### src/rtl/muldiv_seq_pkg.sv
// ============================================================================
// Module : rv32i_types (package)
// Brief  : Shared RV32M operation codes and muldiv sequencer state encoding.
// Rev    : 1.0
// ============================================================================
`default_nettype none

package rv32i_types;

   typedef enum logic [2:0] {
      MUL    = 3'b000,
      MULH   = 3'b001,
      MULHSU = 3'b010,
      MULHU  = 3'b011,
      DIV    = 3'b100,
      DIVU   = 3'b101,
      REM    = 3'b110,
      REMU   = 3'b111
   } muldiv_funct3_t;

   typedef enum logic [1:0] {
      IDLE = 2'b00,
      CALC = 2'b01,
      DONE = 2'b10
   } muldiv_state_t;

   function automatic logic op_a_signed(input muldiv_funct3_t f);
      return !(f == MULHU || f == DIVU || f == REMU);
   endfunction

   function automatic logic op_b_signed(input muldiv_funct3_t f);
      return (f == MUL || f == MULH || f == DIV || f == REM);
   endfunction

endpackage

`default_nettype wire

### src/rtl/muldiv_seq_if.sv
// ============================================================================
// Module : muldiv_seq_if
// Brief  : Execute-stage request/response bundle for the muldiv sequencer.
// Rev    : 1.0
// ============================================================================
`default_nettype none

interface muldiv_seq_if
   import rv32i_types::*;
   #(parameter int XLEN = 32);

   logic            start;
   logic            flush;
   muldiv_funct3_t  funct3;
   logic [XLEN-1:0] a;
   logic [XLEN-1:0] b;
   logic            stall;
   logic            done;
   logic [XLEN-1:0] result;

   modport master (output start, flush, funct3, a, b, input stall, done, result);
   modport slave  (input start, flush, funct3, a, b, output stall, done, result);

endinterface

`default_nettype wire

### src/rtl/muldiv_datapath.sv
// ============================================================================
// Module : muldiv_datapath
// Brief  : Shared shift register plus 33-bit adder/subtractor for the
//          shift-add multiply and restoring divide loops.
// Rev    : 1.0
// ============================================================================
`default_nettype none

module muldiv_datapath #(
   parameter int XLEN = 32
) (
   input  wire logic            clk,
   input  wire logic            rst,
   input  wire logic            i_init,
   input  wire logic            i_step,
   input  wire logic            i_is_div,
   input  wire logic [XLEN-1:0] i_init_lo,
   input  wire logic [XLEN-1:0] i_init_op,
   output      logic [XLEN-1:0] o_nxt_hi,
   output      logic [XLEN-1:0] o_nxt_lo
);

   // hi:lo holds product (multiply) or remainder:quotient (divide)
   logic [XLEN-1:0] r_hi;
   logic [XLEN-1:0] r_lo;
   logic [XLEN-1:0] r_op;
   logic [XLEN:0]   w_lhs;
   logic [XLEN:0]   w_rhs;
   logic [XLEN:0]   w_sum;

   assign w_lhs = i_is_div ? {r_hi, r_lo[XLEN-1]} : {1'b0, r_hi};
   assign w_rhs = {1'b0, r_op};
   assign w_sum = i_is_div ? (w_lhs - w_rhs) : (w_lhs + w_rhs);

   // Partial remainder stays below 2*divisor, so bit XLEN of the difference is the borrow
   always_comb begin
      o_nxt_hi = r_hi;
      o_nxt_lo = r_lo;
      if (i_is_div) begin
         o_nxt_hi = w_sum[XLEN] ? w_lhs[XLEN-1:0] : w_sum[XLEN-1:0];
         o_nxt_lo = {r_lo[XLEN-2:0], ~w_sum[XLEN]};
      end else if (r_lo[0]) begin
         {o_nxt_hi, o_nxt_lo} = {w_sum, r_lo[XLEN-1:1]};
      end else begin
         {o_nxt_hi, o_nxt_lo} = {1'b0, r_hi, r_lo[XLEN-1:1]};
      end
   end

   always_ff @(posedge clk) begin
      if (rst) begin
         r_hi <= '0;
         r_lo <= '0;
         r_op <= '0;
      end else if (i_init) begin
         r_hi <= '0;
         r_lo <= i_init_lo;
         r_op <= i_init_op;
      end else if (i_step) begin
         r_hi <= o_nxt_hi;
         r_lo <= o_nxt_lo;
      end
   end

endmodule

`default_nettype wire

### src/rtl/muldiv_seq.sv
// ============================================================================
// Module : muldiv_seq
// Brief  : Iterative RV32M multiply/divide sequencer with pipeline stall,
//          sign fixup and RISC-V divide corner cases.
// Rev    : 1.0
// ============================================================================
`default_nettype none

module muldiv_seq
   import rv32i_types::*;
#(
   parameter int XLEN = 32
) (
   input wire logic    clk,
   input wire logic    rst,
   muldiv_seq_if.slave bus
);

   localparam int              CW     = $clog2(XLEN);
   localparam logic [CW-1:0]   c_last = CW'(XLEN - 1);
   localparam logic [XLEN-1:0] c_min  = {1'b1, {(XLEN-1){1'b0}}};
   localparam logic [XLEN-1:0] c_ones = '1;

   muldiv_state_t   r_state;
   logic [CW-1:0]   r_count;
   muldiv_funct3_t  r_funct3;
   logic            r_neg_q;
   logic            r_neg_r;
   logic            r_done;
   logic [XLEN-1:0] r_result;

   logic            w_sa;
   logic            w_sb;
   logic [XLEN-1:0] w_abs_a;
   logic [XLEN-1:0] w_abs_b;
   logic            w_is_div;
   logic            w_div0;
   logic            w_ovf;
   logic [XLEN-1:0] w_special_res;
   logic            w_accept;
   logic [XLEN-1:0] w_nxt_hi;
   logic [XLEN-1:0] w_nxt_lo;
   logic [2*XLEN-1:0] w_prod;
   logic [XLEN-1:0] w_quo;
   logic [XLEN-1:0] w_rem;
   logic [XLEN-1:0] w_final;

   assign w_sa     = op_a_signed(bus.funct3) & bus.a[XLEN-1];
   assign w_sb     = op_b_signed(bus.funct3) & bus.b[XLEN-1];
   assign w_abs_a  = w_sa ? -bus.a : bus.a;
   assign w_abs_b  = w_sb ? -bus.b : bus.b;
   assign w_is_div = bus.funct3[2];
   assign w_div0   = w_is_div && (bus.b == '0);
   assign w_ovf    = w_is_div && op_b_signed(bus.funct3) && (bus.a == c_min) && (bus.b == c_ones);

   // funct3[1] separates rem/remu from div/divu
   always_comb begin
      w_special_res = '0;
      if (w_div0)
         w_special_res = bus.funct3[1] ? bus.a : c_ones;
      else if (w_ovf)
         w_special_res = bus.funct3[1] ? '0 : c_min;
   end

   assign w_accept  = (r_state == IDLE) && bus.start && !bus.flush;
   assign bus.stall = w_accept || (r_state == CALC);
   assign bus.done   = r_done;
   assign bus.result = r_result;

   muldiv_datapath #(.XLEN(XLEN)) u_datapath (
      .clk       (clk),
      .rst       (rst),
      .i_init    (w_accept),
      .i_step    ((r_state == CALC) && !bus.flush),
      .i_is_div  (r_funct3[2]),
      .i_init_lo (w_is_div ? w_abs_a : w_abs_b),
      .i_init_op (w_is_div ? w_abs_b : w_abs_a),
      .o_nxt_hi  (w_nxt_hi),
      .o_nxt_lo  (w_nxt_lo)
   );

   // Fixup works on the post-step values so the result lands in the DONE register directly
   assign w_prod = r_neg_q ? -{w_nxt_hi, w_nxt_lo} : {w_nxt_hi, w_nxt_lo};
   assign w_quo  = r_neg_q ? -w_nxt_lo : w_nxt_lo;
   assign w_rem  = r_neg_r ? -w_nxt_hi : w_nxt_hi;

   always_comb begin
      case (r_funct3)
         MUL:                 w_final = w_prod[XLEN-1:0];
         MULH, MULHSU, MULHU: w_final = w_prod[2*XLEN-1:XLEN];
         DIV, DIVU:           w_final = w_quo;
         default:             w_final = w_rem;
      endcase
   end

   always_ff @(posedge clk) begin
      if (rst) begin
         r_state  <= IDLE;
         r_count  <= '0;
         r_funct3 <= MUL;
         r_neg_q  <= 1'b0;
         r_neg_r  <= 1'b0;
         r_done   <= 1'b0;
         r_result <= '0;
      end else begin
         r_done   <= 1'b0;
         r_result <= '0;
         if (bus.flush) begin
            r_state <= IDLE;
            r_count <= '0;
         end else begin
            case (r_state)
               IDLE: begin
                  if (bus.start) begin
                     r_funct3 <= bus.funct3;
                     r_neg_q  <= w_sa ^ w_sb;
                     r_neg_r  <= w_sa;
                     r_count  <= '0;
                     if (w_div0 || w_ovf) begin
                        r_state  <= DONE;
                        r_done   <= 1'b1;
                        r_result <= w_special_res;
                     end else begin
                        r_state <= CALC;
                     end
                  end
               end
               CALC: begin
                  r_count <= r_count + 1'b1;
                  if (r_count == c_last) begin
                     r_state  <= DONE;
                     r_done   <= 1'b1;
                     r_result <= w_final;
                  end
               end
               DONE:    r_state <= IDLE;
               default: r_state <= IDLE;
            endcase
         end
      end
   end

endmodule

`default_nettype wire

### src/flat_wrapper.sv
// flat-port wrapper written by rule: the top's interface ports become plain ports
module muldiv_seq_flat import rv32i_types::*;
#(
   parameter int XLEN = 32
)
  (clk, rst, bus_start, bus_flush, bus_funct3, bus_a, bus_b, bus_stall, bus_done, bus_result);
  muldiv_seq_if #(.XLEN(XLEN)) bus_i ();
  input wire logic clk;
  input wire logic rst;
  input wire logic [$bits(bus_i.start)-1:0] bus_start;
  input wire logic [$bits(bus_i.flush)-1:0] bus_flush;
  input wire logic [$bits(bus_i.funct3)-1:0] bus_funct3;
  input wire logic [$bits(bus_i.a)-1:0] bus_a;
  input wire logic [$bits(bus_i.b)-1:0] bus_b;
  output wire logic [$bits(bus_i.stall)-1:0] bus_stall;
  output wire logic [$bits(bus_i.done)-1:0] bus_done;
  output wire logic [$bits(bus_i.result)-1:0] bus_result;
  assign bus_i.start = bus_start;
  assign bus_i.flush = bus_flush;
  assign bus_i.funct3 = bus_funct3;
  assign bus_i.a = bus_a;
  assign bus_i.b = bus_b;
  assign bus_stall = bus_i.stall;
  assign bus_done = bus_i.done;
  assign bus_result = bus_i.result;
  muldiv_seq #(.XLEN(XLEN)) u_core (.clk(clk), .rst(rst), .bus(bus_i));
endmodule
### config.mk
export PLATFORM = sky130hd
export DESIGN_NAME = muldiv_seq_flat
export DESIGN_NICKNAME = d
export VERILOG_FILES = /design/src/rtl/muldiv_seq_pkg.sv /design/src/rtl/muldiv_seq_if.sv /design/src/rtl/muldiv_datapath.sv /design/src/rtl/muldiv_seq.sv /design/src/flat_wrapper.sv
export SDC_FILE = /design/constraint.sdc
export NUM_CORES = 1
export LEC_CHECK = 0
export ABC_AREA = 1
export BUFFER_PORTS_ARGS = -buffer_cell sky130_fd_sc_hd__buf_2
export CELL_PAD_IN_SITES_DETAIL_PLACEMENT = 1
export CELL_PAD_IN_SITES_GLOBAL_PLACEMENT = 1
export CORE_MARGIN = 2
export CORE_UTILIZATION = 46
export CTS_CLUSTER_SIZE = 40
export DETAILED_ROUTE_END_ITERATION = 8
export PLACE_DENSITY_LB_ADDON = 0.1
export SLEW_MARGIN = 40
export SYNTH_ARGS = -nofsm -noshare
export SYNTH_HDL_FRONTEND = slang
export SYNTH_SLANG_ARGS = --single-unit
### constraint.sdc
create_clock -name clk -period 14.8 [get_ports clk]
set_clock_uncertainty 0.1 [all_clocks]
set_input_delay 3.7 -clock clk [delete_from_list [all_inputs] [get_ports clk]]
set_output_delay 3.7 -clock clk [all_outputs]
set_load 0.02 [all_outputs]
# Yosys cells after proc, flatten, opt, wreduce, memory -nomap -nowiden

Index checks and enable logic that the tools add are counted.
Widths: inputs -> output; s select.

Flip-flop bits (word level): 141
Bits of input ports: 71
Output and inout port bits: 34
Logic and storage cells: 104

Add/subtract/negate cells: 8
Equality and inequality tests: 17
Multiplexer cells: 35
Bitwise operators: 5
Reductions and logical operators: 29

Operator list:

| cell                 | count |
|---|---|
| $mux 32              | 20 |
| $neg 32->32          | 4 |
| $pmux 32 s3          | 1 |
| $mux 33              | 2 |
| $eq 32x32->1 const B | 2 |
| $mux 64              | 1 |
| $neg 64->64          | 1 |
| $pmux 32 s2          | 1 |
| $add 33x32->33       | 1 |
| $sub 33x32->33       | 1 |
| $logic_not 32->1     | 1 |
| $eq 3x3->1 const B   | 6 |
| $pmux 5 s2           | 1 |
| $eq 3x2->1 const B   | 3 |
| $logic_and 1x1->1    | 7 |
| $logic_or 1x1->1     | 7 |
| $eq 3x1->1 const B   | 2 |
| $logic_not 3->1      | 2 |
| $mux 2               | 3 |
| $reduce_or 2->1      | 3 |
| $add 5x1->5 const B  | 1 |
| $eq 5x5->1 const B   | 1 |
| $mux 5               | 1 |
| $ne 2x2->1 const B   | 2 |
| 13 further kinds     | 20 |

# Logic depth before layout (Yosys ltp)

Depth in word-level cells: 12
Mapped depth: 45
Depth with buffers taken out: 45

# By module

From an unflattened synthesis, not the netlist that was laid out.

Cell total of the unflattened synthesis: 3,126
Area, all modules: 16,888.7 um^2

By module, submodules not included:

| module          | times used | cells each | area each (um^2) | seq. area each (um^2) |
|---|---|---|---|---|
| muldiv_datapath | 1          | 1,608      | 9,120.0          | 1,921.8 |
| muldiv_seq      | 1          | 1,518      | 7,768.7          | 900.9 |

# Least setup slack after synthesis

No wires, ideal clock.

Path type: in2out
Start point: input port bus_start
End point: output port bus_stall
Arrival: 4.717 ns
Data required time: 11.000 ns
Path slack: 6.283 ns
Stages on the path: 6
Path buffers: 2
Cells stage by stage: nand2_1 > nor2_1 > inv_1 > clkbuf_1 > clkbuf_1 > nand2_1

Cells in the longest elaborated chain, start to end: 3

Ends and longest elaborated chain:

| what                           | line               | source |
|---|---|---|
| from (decl)                    | flat_wrapper.sv:10 | `input wire logic [$bits(bus_i.start)-1:0] bus_start;` |
| $logic_and 1x1->1 (2 in a row) | muldiv_seq.sv:65   | `assign w_accept = (r_state == IDLE) && bus.start && !bus.flush;` |
| $logic_or 1x1->1               | muldiv_seq.sv:66   | `assign bus.stall = w_accept \|\| (r_state == CALC);` |
| to (decl)                      | flat_wrapper.sv:15 | `output wire logic [$bits(bus_i.stall)-1:0] bus_stall;` |

Every way passes these cells.

# Worst setup path after layout

Ends and elaborated chain as after synthesis.

==> impl_metrics.csv <==
group,metric,value,unit
global_route,grt_use_total,40.7,%
sta,setup_tns,0,ps
sta,finalHoldViolCount,0,
route,wl,74000,um
setup_path,cp_cell_sequence,"buf_2, nand2_1, nor2_2, buf_4, inv_1, nand2_1, buf_2",
layout,area_growth_syn_to_layout,8.84,%
route,avgRoutedWirePerCell,21.8,um
synth,async_flop_share,0,%
sta,finalMaxSlewViolations,0,
cts,postCtsHoldBufs,0,
layout,final_cell_mix,"nand2_1 (841), inv_1 (425), nor2_1 (283), o21ai_0 (243), nand3_1 (195)",
pwr,swShare,48.0,%
synth,syn_inst,2892,
route,drt_iter0_drc,1687,
cts,cts_tree,"built",
pwr,p_per_area,97.6,nW/um^2
layout,fin_util,50.6,%
run_status,status,"finished, final reports clean",
floorplan,initial_utilization,46.5,%
layout,fillCellCount,5111,
pwr,pwr-share-seq,24.4,%
layout,final_common_cell,"nand2_1",
route,vias_per_cell,5.85,
setup_path,path_max_fanout,33,
setup_path,required,11000,ps
synth,synth-seq-cells,141,
pwr,power.share.clock,27.1,%
setup_path,critPathCaptureType,"primary output",
pwr,intPower,0.000880,W
synth,syn_area_per_cell,5.51,um^2
layout,diodes,0,
sta,fin_crit_sh,58.0,%
synth,synthTopCellsByArea,"nand2_1 (20%), dfxtp_1 (18%), inv_1 (10%)",
synth,syn_area,15900,um^2
cts,post_cts_buffers,0,
route,antenna_left,0,
synth,ys.flop_type,"dfxtp_1",
sta,hold_ws,371,ps
synth,synth_edf_count,0,
placed_design,hpwl,58800,um
synth,syn_nets,3004,
synth,synth_cell_type_count,62,
sta,rsz0062_at_grt,"no",
pwr,max-vdd-ir-drop,0.0888,mV
layout,drive_above_1_share,9.72,%
layout,stdcell_area,17300,um^2
floorplan,die_area,36100,um^2
global_route,overflow,0,
cts,insertion_delay,450,ps
global_route,grt_pass1_vias,19800,
sta,setup_violations,0,
route,vias,19900,
setup_path,criticalPathCategory,"primary input to primary output",
global_route,antenna_found_initial,0,
floorplan,rows,68,
synth,synth-seq-area-share,17.7,%
setup_path,slowest_stage,"buf_4",
synth,ys_warn_count,0,
setup_path,crit_path_start_kind,"primary input",
sta,slew_headroom,37.1,%
floorplan,coreArea,34300,um^2
pwr,power_switching,0.000813,W
placed_design,gp_congestion,1.01,
setup_path,max_stage_delay,340,ps
cts,cts.sinks,141,
global_route,grt_max_degree,85,
pwr,leakagePower,8.91,nW
route,dr.pass1.iters,5,
run,cap_violations,0,
floorplan,fp.dieH,190,um
floorplan,chipWidth,190,um
pwr,finalPower,0.00169,W
min_path,hold_path_class,"register to register",
pwr,combPwrFrac,48.4,%
sta,tightest_slew,933,ps
sta,fin_crit,8590,ps
cts,cts-root-buf,"clkbuf_16",
layout,finalNetCount,3040,
cts,cts_resized,0,
floorplan,ioPinCount,105,
route,route.detailed.drc,0,
sta,fmax,116,MHz
placed_design,dpl-instance-area,16700,um^2
setup_path,cp_data_arrival_time,4790,ps
cts,cts.path.max_buffers,2,
placed_design,io_buffers,104,
cts,clkTransAtPathRegs,60,ps
synth,synth_top_area_share,19.8,%
cts,numCtsBuffers,17,
global_route,grt_first_pass_wirelength,113000,um
synth,yosys.area.top_type,"nand2_1",
cts,h-tree-depth,4,
## critical path: cells and delay by family
family	cells	cell delay, ps
buf+inv	4	700
simple gates	3	390
## power by group through the flow
| stage | combinational, W | sequential, W | clock (W) |
|---|---|---|---|
| after floorplan | 0.000540 | 0.000413 | 0 |
| after global placement | 0.000767 | 0.000420 | 0 |
| after detailed placement | 0.000794 | 0.000421 | 0 |
| after CTS | 0.000800 | 0.000413 | 0.000459 |
| after global routing | 0.000891 | 0.000415 | 0.000476 |
| final | 0.000819 | 0.000414 | 0.000459 |
## final timing paths
kind	start	end	slack, ps	depth (start not counted)
setup reg to reg	u_core.u_datapath.r_op[0]	u_core.bus.result[10]	6750	40
setup / recovery	bus_start	bus_stall	6210	7
hold reg to reg	u_core.r_count[4]	u_core.r_count[4]	370	2
hold / removal	u_core.r_count[4]	u_core.r_count[4]	370	2
## per-stage QoR
stage / std cells / setup slack (ps)
3_3_place_gp: 3363 / 6220
5_1_grt: 3396 / 5960
2_1_floorplan: 2892 / 6280
6_report: 3396 / 6210
4_1_cts: 3395 / 6220
3_5_place_dp: 3363 / 6230
## flip-flops by register name (all words and copies together) (netlist names)
register                count
u_core.bus.result          32
u_core.u_datapath.r_hi     32
u_core.u_datapath.r_lo     32
u_core.u_datapath.r_op     32
u_core.r_count              5
u_core.r_funct3             3
u_core.r_state              2
u_core.bus.done             1
u_core.r_neg_q              1
u_core.r_neg_r              1
## per-layer routing
metal | share of wire (%) | GRT usage [%] | vias up
li1 | - | - | 9288
met1 | 40 | 49.6 | 9553
met2 | 46 | 67.7 | 802
met3 | 7.0 | 5.94 | 216
met4 | 6.6 | 24.6 | 0
met5 | 0 | 0 | -
## cell usage after synthesis, types with 3 or more instances
library cell / n
o21ai_0: 243
xnor2_1: 29
inv_1: 428
a31oi_1: 16
nor3_1: 30
a221oi_1: 5
or2_2: 12
clkinv_1: 4
dfxtp_1: 141
ha_1: 40
buf_6: 7
clkbuf_1: 75
nand2_2: 37
o21ai_1: 5
o31ai_1: 6
xor2_1: 83
nand3b_1: 26
buf_4: 3
nor4_1: 10
buf_2: 13
nand3_1: 195
o211ai_1: 33
a21oi_1: 168
o21ai_2: 7
inv_2: 12
nor2_1: 288
nor3_2: 4
nand4_1: 27
or2_1: 3
a211oi_1: 3
buf_1: 15
a21oi_2: 4
o221ai_1: 15
o21bai_1: 5
nand2_1: 841
nor2_2: 25
## layout make-up
cell class	count	area (um^2)	area share (%)
clock buffers	19	443	2.55
clock inverters	13	153	0.880
inverters	444	1670	9.63
multi-input cells	2193	10900	63.1
flip-flops and latches	141	2830	16.3
well taps	455	569	3.28
repair buffers	131	731	4.21
## logic make-up (layout without fill, tap and decap cells)
group	count (synthesis)	in the layout	share of synthesized area (%)
simple gates	1510	1510	40.3
buf+inv	558	607	13.7
compound gates	529	529	18.7
flops	141	141	17.7
xor+xnor	112	112	6.16
fa+ha+maj	41	41	3.27
mux	1	1	0.0628
(Power assumes the default switching activity.)
